===== src/rtl/auto_contrast_master.sv =====
// Per-frame min/max statistics with automatic programming of the contrast_video
// register file over Avalon-MM (zoom/max, min, enable) at every frame end.
module auto_contrast_master #(
    parameter int unsigned ZOOM_NUMERATOR = 255,
    parameter int unsigned MIN_SPAN       = 16,
    parameter int unsigned WAIT_TIMEOUT   = 255
) (
    input  logic        IN_CLK,
    input  logic        nRESET,
    input  logic        IN_LINE,
    input  logic        IN_FRAME,
    input  logic [15:0] IN_VIDEO_DATA,
    input  logic        ENABLE,
    output logic        AV_CS,
    output logic        AV_nWR,
    output logic        AV_nRD,
    output logic [2:0]  AV_ADDR,
    output logic [31:0] AV_WRITEDATA,
    input  logic        AV_WAITREQ,
    output logic        BUSY,
    output logic [15:0] FRAME_MIN,
    output logic [15:0] FRAME_MAX,
    output logic [7:0]  DROP_CNT,
    output logic        AV_ERR
);

    localparam int unsigned DW = 16;
    localparam int unsigned AW = 3;
    localparam int unsigned SW = $clog2(WAIT_TIMEOUT + 1);

    typedef enum logic [2:0] {
        IDLE    = 3'd0,
        WR_ZOOM = 3'd1,
        GAP1    = 3'd2,
        WR_MIN  = 3'd3,
        GAP2    = 3'd4,
        WR_ON   = 3'd5
    } state_t;

    state_t          r_state, w_state_nxt;
    logic [SW-1:0]   r_stall, w_stall_nxt;
    logic            w_done, w_abort;

    logic            r_frame_d;
    logic [DW-1:0]   r_acc_min, r_acc_max;
    logic            r_has_pix;
    logic [DW-1:0]   r_sh_min, r_sh_max;
    logic            r_sh_en;
    logic            r_req;

    logic            r_cs, r_nwr, r_busy, r_err;
    logic [AW-1:0]   r_addr;
    logic [31:0]     r_wdata;
    logic [DW-1:0]   r_fmin, r_fmax;
    logic [7:0]      r_drop;

    logic            w_cs_nxt, w_nwr_nxt;
    logic [AW-1:0]   w_addr_nxt;
    logic [31:0]     w_wdata_nxt;

    logic            w_frame_end, w_pix, w_pending;
    logic [DW:0]     w_sum, w_span;
    logic [DW-1:0]   w_cmin, w_cmax;

    assign w_frame_end = r_frame_d & ~IN_FRAME;
    assign w_pix       = IN_FRAME & IN_LINE;
    assign w_pending   = (r_state != IDLE) | r_req;

    // Span clamp on the finished accumulators, 17-bit to catch overflow past 65535
    always_comb begin
        w_sum  = {1'b0, r_acc_min} + (DW+1)'(MIN_SPAN);
        w_span = {1'b0, r_acc_max} - {1'b0, r_acc_min};
        w_cmin = r_acc_min;
        w_cmax = r_acc_max;
        if (w_sum > (DW+1)'(17'h0FFFF)) begin
            w_cmin = DW'((DW+1)'(17'h0FFFF) - (DW+1)'(MIN_SPAN));
            w_cmax = 16'hFFFF;
        end else if (w_span < (DW+1)'(MIN_SPAN)) begin
            w_cmax = w_sum[DW-1:0];
        end
    end

    // Statistics accumulation, shadow latch and drop accounting
    always_ff @(posedge IN_CLK or negedge nRESET) begin
        if (!nRESET) begin
            r_frame_d <= 1'b0;
            r_acc_min <= 16'hFFFF;
            r_acc_max <= 16'h0000;
            r_has_pix <= 1'b0;
            r_sh_min  <= 16'h0000;
            r_sh_max  <= 16'hFFFF;
            r_sh_en   <= 1'b0;
            r_req     <= 1'b0;
            r_drop    <= 8'd0;
        end else begin
            r_frame_d <= IN_FRAME;
            if (r_state == IDLE && r_req) begin
                r_req <= 1'b0;
            end
            if (w_frame_end) begin
                r_acc_min <= 16'hFFFF;
                r_acc_max <= 16'h0000;
                r_has_pix <= 1'b0;
                if (r_has_pix) begin
                    if (w_pending) begin
                        if (r_drop != 8'hFF) begin
                            r_drop <= r_drop + 8'd1;
                        end
                    end else begin
                        r_sh_min <= w_cmin;
                        r_sh_max <= w_cmax;
                        r_sh_en  <= ENABLE;
                        r_req    <= 1'b1;
                    end
                end
            end else if (w_pix) begin
                r_has_pix <= 1'b1;
                if (IN_VIDEO_DATA < r_acc_min) begin
                    r_acc_min <= IN_VIDEO_DATA;
                end
                if (IN_VIDEO_DATA > r_acc_max) begin
                    r_acc_max <= IN_VIDEO_DATA;
                end
            end
        end
    end

    // Write-sequence next state and next registered bus outputs
    always_comb begin
        w_state_nxt = r_state;
        w_stall_nxt = r_stall;
        w_done      = 1'b0;
        w_abort     = 1'b0;
        w_cs_nxt    = 1'b0;
        w_nwr_nxt   = 1'b1;
        w_addr_nxt  = AW'(0);
        w_wdata_nxt = 32'h0;

        case (r_state)
            IDLE: begin
                if (r_req) begin
                    w_state_nxt = r_sh_en ? WR_ZOOM : WR_ON;
                    w_stall_nxt = SW'(0);
                end
            end
            WR_ZOOM, WR_MIN, WR_ON: begin
                if (!AV_WAITREQ) begin
                    w_stall_nxt = SW'(0);
                    case (r_state)
                        WR_ZOOM: w_state_nxt = GAP1;
                        WR_MIN:  w_state_nxt = GAP2;
                        default: begin
                            w_state_nxt = IDLE;
                            w_done      = 1'b1;
                        end
                    endcase
                end else if (r_stall == SW'(WAIT_TIMEOUT - 1)) begin
                    w_state_nxt = IDLE;
                    w_stall_nxt = SW'(0);
                    w_abort     = 1'b1;
                end else begin
                    w_stall_nxt = r_stall + SW'(1);
                end
            end
            GAP1:    w_state_nxt = WR_MIN;
            GAP2:    w_state_nxt = WR_ON;
            default: w_state_nxt = IDLE;
        endcase

        case (w_state_nxt)
            WR_ZOOM: begin
                w_cs_nxt    = 1'b1;
                w_nwr_nxt   = 1'b0;
                w_addr_nxt  = AW'(1);
                w_wdata_nxt = {16'(ZOOM_NUMERATOR), r_sh_max};
            end
            WR_MIN: begin
                w_cs_nxt    = 1'b1;
                w_nwr_nxt   = 1'b0;
                w_addr_nxt  = AW'(2);
                w_wdata_nxt = {16'h0, r_sh_min};
            end
            WR_ON: begin
                w_cs_nxt    = 1'b1;
                w_nwr_nxt   = 1'b0;
                w_addr_nxt  = AW'(0);
                w_wdata_nxt = {31'h0, r_sh_en};
            end
            default: ;
        endcase
    end

    always_ff @(posedge IN_CLK or negedge nRESET) begin
        if (!nRESET) begin
            r_state <= IDLE;
            r_stall <= SW'(0);
            r_cs    <= 1'b0;
            r_nwr   <= 1'b1;
            r_addr  <= AW'(0);
            r_wdata <= 32'h0;
            r_busy  <= 1'b0;
            r_fmin  <= 16'h0000;
            r_fmax  <= 16'hFFFF;
            r_err   <= 1'b0;
        end else begin
            r_state <= w_state_nxt;
            r_stall <= w_stall_nxt;
            r_cs    <= w_cs_nxt;
            r_nwr   <= w_nwr_nxt;
            r_addr  <= w_addr_nxt;
            r_wdata <= w_wdata_nxt;
            r_busy  <= (w_state_nxt != IDLE);
            if (w_abort) begin
                r_err <= 1'b1;
            end
            if (w_done) begin
                r_fmin <= r_sh_min;
                r_fmax <= r_sh_max;
            end
        end
    end

    assign AV_CS        = r_cs;
    assign AV_nWR       = r_nwr;
    assign AV_nRD       = 1'b1;
    assign AV_ADDR      = r_addr;
    assign AV_WRITEDATA = r_wdata;
    assign BUSY         = r_busy;
    assign FRAME_MIN    = r_fmin;
    assign FRAME_MAX    = r_fmax;
    assign DROP_CNT     = r_drop;
    assign AV_ERR       = r_err;

endmodule


===== config.mk =====
export PLATFORM = sky130hd
export DESIGN_NAME = auto_contrast_master
export DESIGN_NICKNAME = d
export VERILOG_FILES = /design/src/rtl/auto_contrast_master.sv
export SDC_FILE = /design/constraint.sdc
export NUM_CORES = 1
export LEC_CHECK = 0
export ABC_AREA = 1
export ABC_CLOCK_PERIOD_IN_PS = 2430
export CORE_MARGIN = 8
export CORE_UTILIZATION = 45
export CTS_BUF_LIST = sky130_fd_sc_hd__clkbuf_16
export DETAILED_ROUTE_END_ITERATION = 12
export DONT_BUFFER_PORTS = 1
export GPL_TIMING_DRIVEN = 0
export SLEW_MARGIN = 10
export SYNTH_ARGS = -nofsm -noshare
export SYNTH_HDL_FRONTEND = slang
export SYNTH_SLANG_ARGS = --single-unit

===== constraint.sdc =====
create_clock -name IN_CLK -period 2.43 [get_ports IN_CLK]
set_clock_uncertainty 0.05 [all_clocks]
set_input_delay 0.243 -clock IN_CLK [delete_from_list [all_inputs] [get_ports IN_CLK]]
set_output_delay 0.243 -clock IN_CLK [all_outputs]
set_load 0.02 [all_outputs]

==> Word-level counts from Yosys, hierarchy flattened <==
Cells that the tools add are included.
{ "word_totals": {"ff_bits": 158, "input_bits": 22, "out_inout_bits": 80, "wordCells": 94} }
{ "op_classes": {"add_sub_neg": 4, "magnitude_cmp": 4, "eq_ne": 11, "mux": 35, "n_bitwise": 5, "reduce_logical": 16} }
{ "op_table": {"columns": ["operator", "count"], "rows": [
  ["two-way mux 16 bit", 9],
  ["case mux 24 bit (3 select lines)", 1],
  ["two-way mux 8 bit", 3],
  ["adder 16 x 5 -> 17 bit, second input constant", 1],
  ["greater-than comparator 17 x 16 -> 1 bit, second input constant", 1],
  ["< comparator 17 x 5 -> 1 bit, second input constant", 1],
  ["subtractor 16 x 16 -> 17 bit", 1],
  ["adder 8 x 1 -> 8 bit, second input constant", 2],
  ["greater-than comparator 16 bit", 1],
  ["< comparator 16 bit", 1],
  ["case mux 8 bit (2 select lines)", 1],
  ["two-way mux 1 bit", 14],
  ["two-way mux 3 bit", 4],
  ["case mux 3 bit (4 select lines)", 1],
  ["== test 3 x 2 -> 1 bit, second input constant", 3],
  ["== test 3 bit, second input constant", 3],
  ["== test 8 bit, second input constant", 1],
  ["inequality test 8 bit, second input constant", 1],
  ["nonzero test 2 bit", 4],
  ["== test 3 x 1 -> 1 bit, second input constant", 2],
  ["case mux 3 bit (2 select lines)", 1],
  ["AND reduction 2 bit", 3],
  ["nonzero test 3 bit", 2],
  ["OR reduction 3 bit", 2],
  ["other kinds (10)", 12]
]} }

==> Logic depth before layout (Yosys ltp) <==
{ "logic_depth": {"depth_word": 7, "ltp_mapped": 20, "ltp_nobuf": 19} }

==> Worst setup path before layout <==
No wires, ideal clock.
{ "synth_path": {"kind": "register to register", "startpoint": "register r_acc_min[4]", "endpoint": "register r_sh_max[0]", "setup_ps": 72, "arrival_ps": 2281, "t_required_ps": 2308, "path_slack_ps": 27, "stages_incl_launch_ff": 18, "n_path_buf": 1, "period_less_slack_ps": 2403, "path_cell_list": "dfstp_2 inv_1 ha_1 nand2_1 inv_1 a21oi_1 nand2_1 nand2_1 nand2_1 nand2_1 nand3_1 nor2_1 nand3_2 buf_2 nand2_1 nand3_1 nand2_1 inv_1"} }
{ "synth_via": {"elab_chain_cells": 4, "elab_cells_between_ends": 6, "cone_classes": "add/sub: 2; order compare: 2; mux: 2"} }
{ "synth_rtl": {"columns": ["element", "line_no", "text"], "rows": [
  ["start, declared", "45", "logic [DW-1:0] r_acc_min, r_acc_max;"],
  ["start signal, assigned", "87", "r_acc_min <= 16'hFFFF;"],
  ["start signal, assigned", "101", "r_acc_min <= 16'hFFFF;"],
  ["start signal, assigned", "119", "r_acc_min <= IN_VIDEO_DATA;"],
  ["subtractor 16 x 16 -> 17 bit", "72", "w_span = {1'b0, r_acc_max} - {1'b0, r_acc_min};"],
  ["< comparator 17 x 5 -> 1 bit", "78", "end else if (w_span < (DW+1)'(MIN_SPAN)) begin"],
  ["two-way mux 16 bit", "78", null],
  ["two-way mux 16 bit (*)", "75", "if (w_sum > (DW+1)'(17'h0FFFF)) begin"],
  ["end signal, assigned", "111", "r_sh_max <= w_cmax;"],
  ["end, declared", "47", "logic [DW-1:0] r_sh_min, r_sh_max;"]
]} }
Mark *: on every way between the ends. The rest lies on a longest branch, timed or not.
A chain may end at the register's enable or synchronous reset.

==> Worst setup path in the final report <==
{ "layout_path": {"startpoint": "register r_acc_min[4]", "endpoint": "register r_sh_max[14]"} }
Same word-level chain as after synthesis.

==> reports/results.ini <==
[run_status]
outcome = finished, violations left
violations = negative hold slack, negative setup slack

[drt]
via_per_inst = 5.14
wl_per_cell_um = 16.2
drc_errors = 0
vias = 7170
routed_wl_um = 22700
ant_nets = 0
first_iter_violations = 382
firstDrtPassIters = 5

[floorplan]
die_y_um = 152
initial_core_util_pct = 46.1
num_io_pins = 102
fp.coreArea_sq_mm = 0.0180
num_rows = 49
die-area_sq_mm = 0.0231
die_w_um = 152

[power_and_ir_drop]
power-per-cell-area_mw_per_mm2 = 1090
max-vdd-ir-drop_v = 0.000706
power_leakage_nw = 5.20

[yosys]
synth_cell_type_count = 45
synthCells = 1055
synth-seq-area-share_pct = 43.5
ys_warn_count = 0
async_reset_ff_share_pct = 100
ys.flop_type = dfrtp_1
yosys_register_bits = 142
syn_area_sq_mm = 0.00831
synth.avg_cell_area_sq_um = 7.88
yosysTopAreaCell = dfrtp_1
synth_edf_count = 0
post-synth-top-area-fraction_pct = 28.0
synth.area.top_cells = dfrtp_1 28%, dfstp_2 15%, nand2_1 12%, inv_1 8.1%, ha_1 8.0%

[finish]
multi_input_comb_area_sq_mm = 0.00453
drive_gt1_share_pct = 31.3
nNetsFinal = 1229
fin_cells = 1396
nFillCells = 1589
diodes = 0
layout_common_cells = 219 x nand2_1, 164 x inv_1, 83 x dfrtp_1
seq_area_sq_mm = 0.00363
fin_util_pct = 59.1
layout_commonest_cell = nand2_1
area_growth_pct = 28.2

[sta]
hold-worst-slack_ns = -0.542
relSlewSlack_pct = 64.5
rsz0062_at_grt = yes
max_freq_mhz = 379
slew_violations = 0
worst_pin_slew_ns = 0.530
fin_ws_ns = -0.207
setup_tns_ns = -3.50
hold_viol = 142
finalCritPeriodShare_pct = 109
setup_viol = 23
period_needed_ns = 2.64

[clock_network]
cts_root_buffer = clkbuf_16
cts_hold_buffers = 19
cts_tree = yes
insertion_delay_ns = 0.42
cts.clk_slew.worst_paths_ns = 0.06
cts_buffer_depth = 2
cts.sinks = 142
cts_buffers = 17
htree_levels = 4

[place]
io_buffers = 0
gp_congestion = 0.888
dp_hpwl_um = 15800
placed_cells = 1292

[global_route]
grt_pass1_wl_um = 36500
grt_use_total_pct = 19.2
first_global_vias = 7199
grt_max_degree = 143
grt.overflow.total = 0
antenna_found_initial = 0

[setup_path]
path_max_fanout = 8
critPathRequiredTime_ns = 2.75
critical_path_class = flop to flop
cp-start-kind = flop
critPathCaptureType = flop
crit_arrival_ns = 2.96

[job]
max-cap-violations = 0

[min_path]
holdCritPathClass = input port to async pin

-- report_power, final --
| group | internal [mW] | switching, mW | leakage (nW) | total, mW |
|---|---|---|---|---|
| Clock | 1.44 | 1.09 | 0.273 | 2.53 |
| Combinational | 1.78 | 2.73 | 3.22 | 4.51 |
| Sequential | 3.45 | 1.11 | 1.70 | 4.57 |
| Total | 6.68 | 4.93 | 5.20 | 11.6 |
-- through the flow --
| step | cell area [sq um] | power, mW | worst slack (ns) |
|---|---|---|---|
| finish | 10600 | 11.6 | -0.207 |
| global route | 10600 | 12.5 | -0.376 |
| CTS | 10100 | 11.3 | -0.106 |
| detailed placement | 8630 | 8.13 | -0.476 |
| global placement | 8630 | 8.04 | -0.452 |
| floorplan | 8340 | 7.20 | 0.0267 |
-- final timing paths --
check	startpoint	endpoint	slack, ns	depth (start not counted)
setup / recovery	r_acc_min[4]$_DFFE_PN1P_	r_sh_max[14]$_DFFE_PN1P_	-0.21	16
hold / removal	nRESET	DROP_CNT[2]$_DFFE_PN0P_	-0.54	0
setup reg to reg	r_acc_min[4]$_DFFE_PN1P_	r_sh_max[14]$_DFFE_PN1P_	-0.21	16
hold reg to reg	r_sh_min[11]$_DFFE_PN0P_	r_sh_min[11]$_DFFE_PN0P_	0.44	2
max in group asynchronous	nRESET	r_sh_max[11]$_DFFE_PN1P_	2.56	0
min in group IN_CLK	AV_WAITREQ	AV_ERR$_DFFE_PN0P_	0.07	4
-- critical path, stage by stage, from the launching register on --
cell	delay, ns
dfstp_2	0.56
clkinvlp_4	0.14
buf_6	0.15
buf_6	0.11
ha_4	0.25
nor2_4	0.12
nand4_1	0.12
nor3_2	0.19
nand3_1	0.10
nor3_2	0.17
nand3_2	0.12
nand2_4	0.10
inv_4	0.07
buf_6	0.14
nand3_2	0.08
nand2_2	0.05
inv_1	0.04
-- what timing repair did --
action / in CTS / in global routing
gates resized for setup: 130 / 113
pin swaps: 45 / 53
setup buffers: 27 / 19
gates cloned: 3 / 4
endpoints found under the setup margin: 37 / 60
hold endpoints to repair: 176 / 142
-- flip-flops by register name, summed over array words and instances (netlist names) --
signal,cells
AV_ADDR,2
AV_CS,1
AV_ERR,1
AV_WRITEDATA,17
AV_nWR,1
BUSY,1
DROP_CNT,8
FRAME_MAX,16
FRAME_MIN,16
r_acc_max,16
r_acc_min,16
r_frame_d,1
r_has_pix,1
r_req,1
r_sh_en,1
r_sh_max,16
r_sh_min,16
r_stall,8
r_state,3
-- layout make-up --
type | instances | area share, %
flip-flops and latches | 142 | 34.1
plain buffers | 41 | 2.62
repair inverters | 1 | 0.0470
clock inverters | 15 | 1.42
multi-input cells | 693 | 42.5
inverters | 187 | 6.81
repair buffers | 71 | 5.85
well taps | 229 | 2.69
clock buffers | 17 | 3.99
-- per-layer routing --
| layer | global-route usage (%) | share of wire (%) | vias up |
|---|---|---|---|
| met4 | 8.25 | 2.5 | 0 |
| met2 | 32.3 | 49 | 201 |
| li1 | - | - | 3549 |
| met5 | 0 | 0 | - |
| met3 | 4.69 | 5.8 | 41 |
| met1 | 22.8 | 42 | 3379 |
-- synth_stat cells (6+ instances only) --
library cell / count
nor3_1: 11
buf_4: 18
o22ai_1: 14
xor2_1: 12
a21oi_1: 31
o21ai_0: 84
inv_2: 6
ha_1: 53
nor2_1: 45
dfstp_2: 49
dfrtp_1: 93
nand2_1: 273
o22ai_2: 10
nand4_1: 9
nand3_1: 94
inv_1: 180
clkbuf_1: 17
-- cell families after synthesis --
kind of cell               Yosys count  synth area share, %
other                                2               0.0904
xor gates and xnor gates            16                 1.69
DFF                                142                 43.5
adders and majority gates           53                 7.98
AOI/OAI and AO/OA                  150                 10.6
buffers and inverters              228                 11.4
and+or+nand+nor                    464                 24.8
Note: power is estimated with default switching activity, not from simulation.
